==> config.mk <==
export PLATFORM = sky130hd
export DESIGN_NAME = toggle_monitor_flat
export DESIGN_NICKNAME = d
export VERILOG_FILES = /design/src/rtl/toggle_monitor_if.sv /design/src/rtl/toggle_monitor.sv /design/src/flat_wrapper.sv
export SDC_FILE = /design/constraint.sdc
export NUM_CORES = 1
export LEC_CHECK = 0
export BUFFER_PORTS_ARGS = -buffer_cell sky130_fd_sc_hd__buf_2
export CORE_MARGIN = 1.5
export CORE_UTILIZATION = 50
export CTS_BUF_LIST = sky130_fd_sc_hd__clkbuf_4 sky130_fd_sc_hd__clkbuf_8
export DETAILED_ROUTE_END_ITERATION = 6
export PLACE_DENSITY_LB_ADDON = 0.3
export SLEW_MARGIN = 20
export SYNTH_ARGS = -nofsm -noshare
export SYNTH_HDL_FRONTEND = slang
export SYNTH_SLANG_ARGS = --single-unit
==> constraint.sdc <==
create_clock -name clka -period 1.44 [get_ports clka]
set_clock_uncertainty 0.05 [all_clocks]
set_input_delay 0.288 -clock clka [delete_from_list [all_inputs] [get_ports clka]]
set_output_delay 0.288 -clock clka [all_outputs]
set_load 0.005 [all_outputs]
==> src/rtl/toggle_monitor_if.sv <==
`default_nettype none
// ============================================================================
// Module      : toggle_monitor_if
// Description : Event-line and status bundle for toggle_monitor. The slave
//               modport is the monitor's view; the master modport is the
//               view of whoever drives the toggle line and reads status.
// Revision    : 1.0 - initial release
// ============================================================================
interface toggle_monitor_if #(
  parameter int CNT_W = 8
);
  logic             tog_in;
  logic             clear;
  logic             event_pulse;
  logic [CNT_W-1:0] event_count;
  logic             overflow;
  logic             stalled;
  logic             running;

  modport slave (
    input  tog_in,
    input  clear,
    output event_pulse,
    output event_count,
    output overflow,
    output stalled,
    output running
  );

  modport master (
    output tog_in,
    output clear,
    input  event_pulse,
    input  event_count,
    input  overflow,
    input  stalled,
    input  running
  );
endinterface
`default_nettype wire

==> src/rtl/toggle_monitor.sv <==
`default_nettype none
// ============================================================================
// Module      : toggle_monitor
// Description : Receives a toggle-encoded event line from an unrelated clock
//               domain, synchronizes it, emits one pulse per inversion, keeps
//               a wrapping event count with sticky overflow and runs a
//               watchdog that flags a stalled source.
// Revision    : 1.0 - initial release
// ============================================================================
module toggle_monitor #(
  parameter int CNT_W       = 8,
  parameter int TIMEOUT     = 16,
  parameter int SYNC_STAGES = 2
) (
  input  wire               clka,
  input  wire               reset,
  toggle_monitor_if.slave   bus
);

  // Timer only needs to reach TIMEOUT-1.
  localparam int TW = (TIMEOUT > 2) ? $clog2(TIMEOUT) : 1;
  localparam logic [TW-1:0] C_TIMER_LAST = TW'(TIMEOUT - 1);

  localparam logic [1:0] S_WAIT_FIRST = 2'd0;
  localparam logic [1:0] S_RUN        = 2'd1;
  localparam logic [1:0] S_STALL      = 2'd2;

  logic [SYNC_STAGES-1:0] r_sync;
  logic                   r_ref;
  logic                   r_pulse;
  logic [CNT_W-1:0]       r_count;
  logic                   r_ovf;
  logic [TW-1:0]          r_timer;
  logic [1:0]             r_state;

  logic                   w_sync;
  logic                   w_event;

  assign w_sync = r_sync[SYNC_STAGES-1];
  // A pending inversion is dropped when clear is asserted in the same cycle.
  assign w_event = (w_sync != r_ref) && !bus.clear;

  // Synchronizer chain; deliberately untouched by clear so the line level
  // seen after clear is still the true, settled one.
  always_ff @(posedge clka or posedge reset) begin
    if (reset) begin
      r_sync <= '0;
    end else begin
      r_sync <= {r_sync[SYNC_STAGES-2:0], bus.tog_in};
    end
  end

  // Edge detection against the last accepted level, plus counter/overflow.
  always_ff @(posedge clka or posedge reset) begin
    if (reset) begin
      r_ref   <= 1'b0;
      r_pulse <= 1'b0;
      r_count <= '0;
      r_ovf   <= 1'b0;
    end else if (bus.clear) begin
      r_ref   <= w_sync;
      r_pulse <= 1'b0;
      r_count <= '0;
      r_ovf   <= 1'b0;
    end else begin
      r_pulse <= w_event;
      if (w_event) begin
        r_ref   <= w_sync;
        r_count <= r_count + CNT_W'(1);
        if (&r_count) begin
          r_ovf <= 1'b1;
        end
      end
    end
  end

  // Watchdog state machine; an event always wins over a same-cycle timeout.
  always_ff @(posedge clka or posedge reset) begin
    if (reset) begin
      r_state <= S_WAIT_FIRST;
      r_timer <= '0;
    end else if (bus.clear) begin
      r_state <= S_WAIT_FIRST;
      r_timer <= '0;
    end else begin
      case (r_state)
        S_WAIT_FIRST: begin
          if (w_event) begin
            r_state <= S_RUN;
            r_timer <= '0;
          end
        end
        S_RUN: begin
          if (w_event) begin
            r_timer <= '0;
          end else if (r_timer == C_TIMER_LAST) begin
            r_state <= S_STALL;
          end else begin
            r_timer <= r_timer + TW'(1);
          end
        end
        S_STALL: begin
          if (w_event) begin
            r_state <= S_RUN;
            r_timer <= '0;
          end
        end
        default: begin
          r_state <= S_WAIT_FIRST;
          r_timer <= '0;
        end
      endcase
    end
  end

  // All outputs come straight from flops.
  assign bus.event_pulse = r_pulse;
  assign bus.event_count = r_count;
  assign bus.overflow    = r_ovf;
  assign bus.stalled     = (r_state == S_STALL);
  assign bus.running     = (r_state == S_RUN);

endmodule
`default_nettype wire

==> src/flat_wrapper.sv <==
// flat-port wrapper written by rule: the top's interface ports become plain ports
module toggle_monitor_flat 
#(
  parameter int CNT_W       = 8,
  parameter int TIMEOUT     = 16,
  parameter int SYNC_STAGES = 2
)
  (clka, reset, bus_tog_in, bus_clear, bus_event_pulse, bus_event_count, bus_overflow, bus_stalled, bus_running);
  toggle_monitor_if #(.CNT_W(CNT_W)) bus_i ();
  input  wire clka;
  input  wire reset;
  input wire logic [$bits(bus_i.tog_in)-1:0] bus_tog_in;
  input wire logic [$bits(bus_i.clear)-1:0] bus_clear;
  output wire logic [$bits(bus_i.event_pulse)-1:0] bus_event_pulse;
  output wire logic [$bits(bus_i.event_count)-1:0] bus_event_count;
  output wire logic [$bits(bus_i.overflow)-1:0] bus_overflow;
  output wire logic [$bits(bus_i.stalled)-1:0] bus_stalled;
  output wire logic [$bits(bus_i.running)-1:0] bus_running;
  assign bus_i.tog_in = bus_tog_in;
  assign bus_i.clear = bus_clear;
  assign bus_event_pulse = bus_i.event_pulse;
  assign bus_event_count = bus_i.event_count;
  assign bus_overflow = bus_i.overflow;
  assign bus_stalled = bus_i.stalled;
  assign bus_running = bus_i.running;
  toggle_monitor #(.CNT_W(CNT_W), .TIMEOUT(TIMEOUT), .SYNC_STAGES(SYNC_STAGES)) u_core (.clka(clka), .reset(reset), .bus(bus_i));
endmodule
==> metrics.cfg <==
[cts]
cts_buffers=3
clkLatencyLatePin_ps=290
clk_pin_slew_worst_paths_ps=110
htree_levels=1
root_buffer=clkbuf_4
tritoncts=done
clk_path_buf_depth=2
clock_sinks=19

[timing]
max_freq_ghz=0.689
period_minus_slack_ps=1450
tightest_slew_ps=255
rsz0062_at_grt=yes
setup-violations-final=1
relSlewSlack=0.829
holdWs_ps=45.9
finalMaxSlewViolations=0
worst_slack_ps=-11.9
timing.final.crit_share=1.01
hold_viol=0

[run]
cap_viol_max_count=0

[hold_path]
hold-path-endpoint=u_core.r_sync[0]
holdCritPathClass=primary input to register
hp-start=bus_tog_in
hold_depth=1

[layout]
fillCellCount=137
diodes=0
area_growth_pct=34.5
nets=127
drive_gt1_frac=0.400

[place]
gp_congestion=0.760
dp_hpwl_mm=1.23
port_buffers=15

[grt]
track_usage=0.201
grt_overflow=0
grt_start_max_net_pins=20
grt_pass1_vias=691
grt_pass1_wl_mm=2.97
antenna_found_initial=0

[floorplanning]
die_area_sq_um=2040
initial_core_util=0.527
rows=15
die_h_um=45.2
die_x_um=45.2
ios=16
core_area_sq_um=1690

[detailed_routing]
drt_wl_total_mm=1.97
drt_first_pass_iters=4
vias_per_cell=5.72
routedWlPerCell_um=14.4
vias=783
drc=0
drtAntennaViolNets=0
first_iter_violations=12

[synth]
syn-cell-area_sq_um=890
synth-edff-count=0
synthCells=89
avgSynthCellArea_sq_um=10.0
ys_types=29
ys_seq_area_frac=0.534
ys_warn_count=0
async_flop_share=1.00
synth-seq-cells=19
synthesis.nets=95
ys.flop_type=dfrtp_1

[worst_setup_path]
reg2reg_depth=3
end_kind=register
timing.rr.end=u_core.bus.event_count[5]
crit_path_start_kind=register
reg2reg_from=u_core.bus.event_count[2]
crit_required_ps=1620
crit_fanout=5
reg2reg_slack_ps=-10
arrival_ps=1630
crit_type=register to register

[outcome]
failed_checks=negative setup slack
outcome=complete, but fails checks

[power]
total_power_mw=1.02
cellLeakagePower_nw=0.569
irDropWorstVdd_mv=0.788
p_per_area_nw_per_um2=855

-- timing repair --
action                                 4_1_cts  5_1_grt
setup endpoints to repair                    4        8
pin swaps                                    2        8
gates cloned                                 0        1
hold buffers                                 1        0
buffers inserted                             1        2
endpoints found under the hold margin       19        0
gates resized for setup                      1       18
-- cell usage in the layout (no fill, tap or decap), types with 2 or more instances in the layout --
cell type,instances
or3_1,2
a21boi_0,2
o21ai_0,3
a21oi_1,7
nand3b_1,3
or3_4,2
a21oi_2,3
buf_4,10
nand3_1,2
nand4_1,2
clkbuf_4,4
buf_2,16
dfrtp_1,19
inv_1,4
nor3_1,3
nor2b_2,2
nor2_1,6
nand2_1,4
buf_6,3
o31ai_1,2
-- state kept, by name, summed over array words and instances, names as in the netlist --
signal / cells
u_core.r_sync: 2
u_core.bus.event_count: 8
u_core.bus.event_pulse: 1
u_core.r_timer: 4
u_core.r_ref: 1
u_core.bus.overflow: 1
u_core.r_state: 2
-- synthesized netlist by cell type (all sizes together) (2+ instances only) --
library cell / count / area [sq um]
o21ai: 3 / 15.0
or4: 2 / 15.0
dfrtp: 19 / 475
nand3: 4 / 20.0
o22ai: 2 / 12.5
nand4: 2 / 12.5
nor3: 4 / 20.0
nand3b: 3 / 22.5
inv: 4 / 15.0
nor2: 6 / 22.5
a21boi: 2 / 15.0
nor2b: 3 / 18.8
or3: 4 / 25.0
a21oi: 10 / 50.1
clkbuf: 2 / 7.51
nand2: 4 / 15.0
ha: 2 / 25.0
o31ai: 2 / 15.0
-- through the flow --
stage	instances	instance area (sq um)	worst slack, ps	TNS (ps)	util
2_1_floorplan	89	890	37.8	0	-
3_3_place_gp	128	1050	12.9	0	0.621
3_5_place_dp	128	1050	-37.5	-96.8	0.621
4_1_cts	134	1100	-54.4	-147	0.650
5_1_grt	137	1200	-48.5	-191	0.708
6_report	137	1200	-11.9	-11.9	0.708
-- critical path, stage by stage (launching register included) --
cell     delay [ps]
dfrtp_1         470
nand3_1         220
or4_1           510
a21oi_1         130
-- worst max path at each step --
stage / depth (start not counted) / start / end
after CTS: 4 / u_core.r_sync[1] / u_core.bus.event_count[6]
after floorplan: 4 / u_core.bus.event_count[0] / u_core.bus.event_count[6]
final: 3 / u_core.bus.event_count[2] / u_core.bus.event_count[5]
after detailed placement: 4 / u_core.r_sync[1] / u_core.bus.event_count[6]
after global placement: 4 / u_core.r_ref / u_core.bus.event_count[6]
after global routing: 4 / u_core.bus.event_count[1] / u_core.bus.event_count[6]
-- area by class of cell --
class                           count  area, sq um  area share
Timing Repair Buffer               30          199       0.166
Sequential cell                    19          475       0.397
Inverter                            4         15.0      0.0126
Tap cell                           17         21.3      0.0178
Multi-Input combinational cell     63          455       0.381
Clock buffer                        4         30.0      0.0251
-- metal layers --
metal | part of all wire | track usage
met2 | 0.55 | 0.349
met3 | 0.027 | 0.0360
met5 | 0 | 0
met1 | 0.42 | 0.247
met4 | 0 | 0.0706
-- cells by family (layout without fill, tap and decap cells) --
family | Yosys count | count (layout) | share of synthesized area
buf+inv | 7 | 38 | 0.0309
fa+ha+maj | 2 | 2 | 0.0281
xor+xnor | 2 | 2 | 0.0197
compound gates | 23 | 23 | 0.159
flops | 19 | 19 | 0.534
mux | 1 | 1 | 0.0127
simple gates | 35 | 35 | 0.215
-- power by group --
| part | total, mW | internal (mW) | switching, mW |
|---|---|---|---|
| Clock | 0.286 | 0.127 | 0.159 |
| Sequential | 0.570 | 0.552 | 0.0180 |
| Combinational | 0.166 | 0.0824 | 0.0841 |
| Total | 1.02 | 0.761 | 0.261 |
No activity file was read; power rests on OpenSTA's default activity.
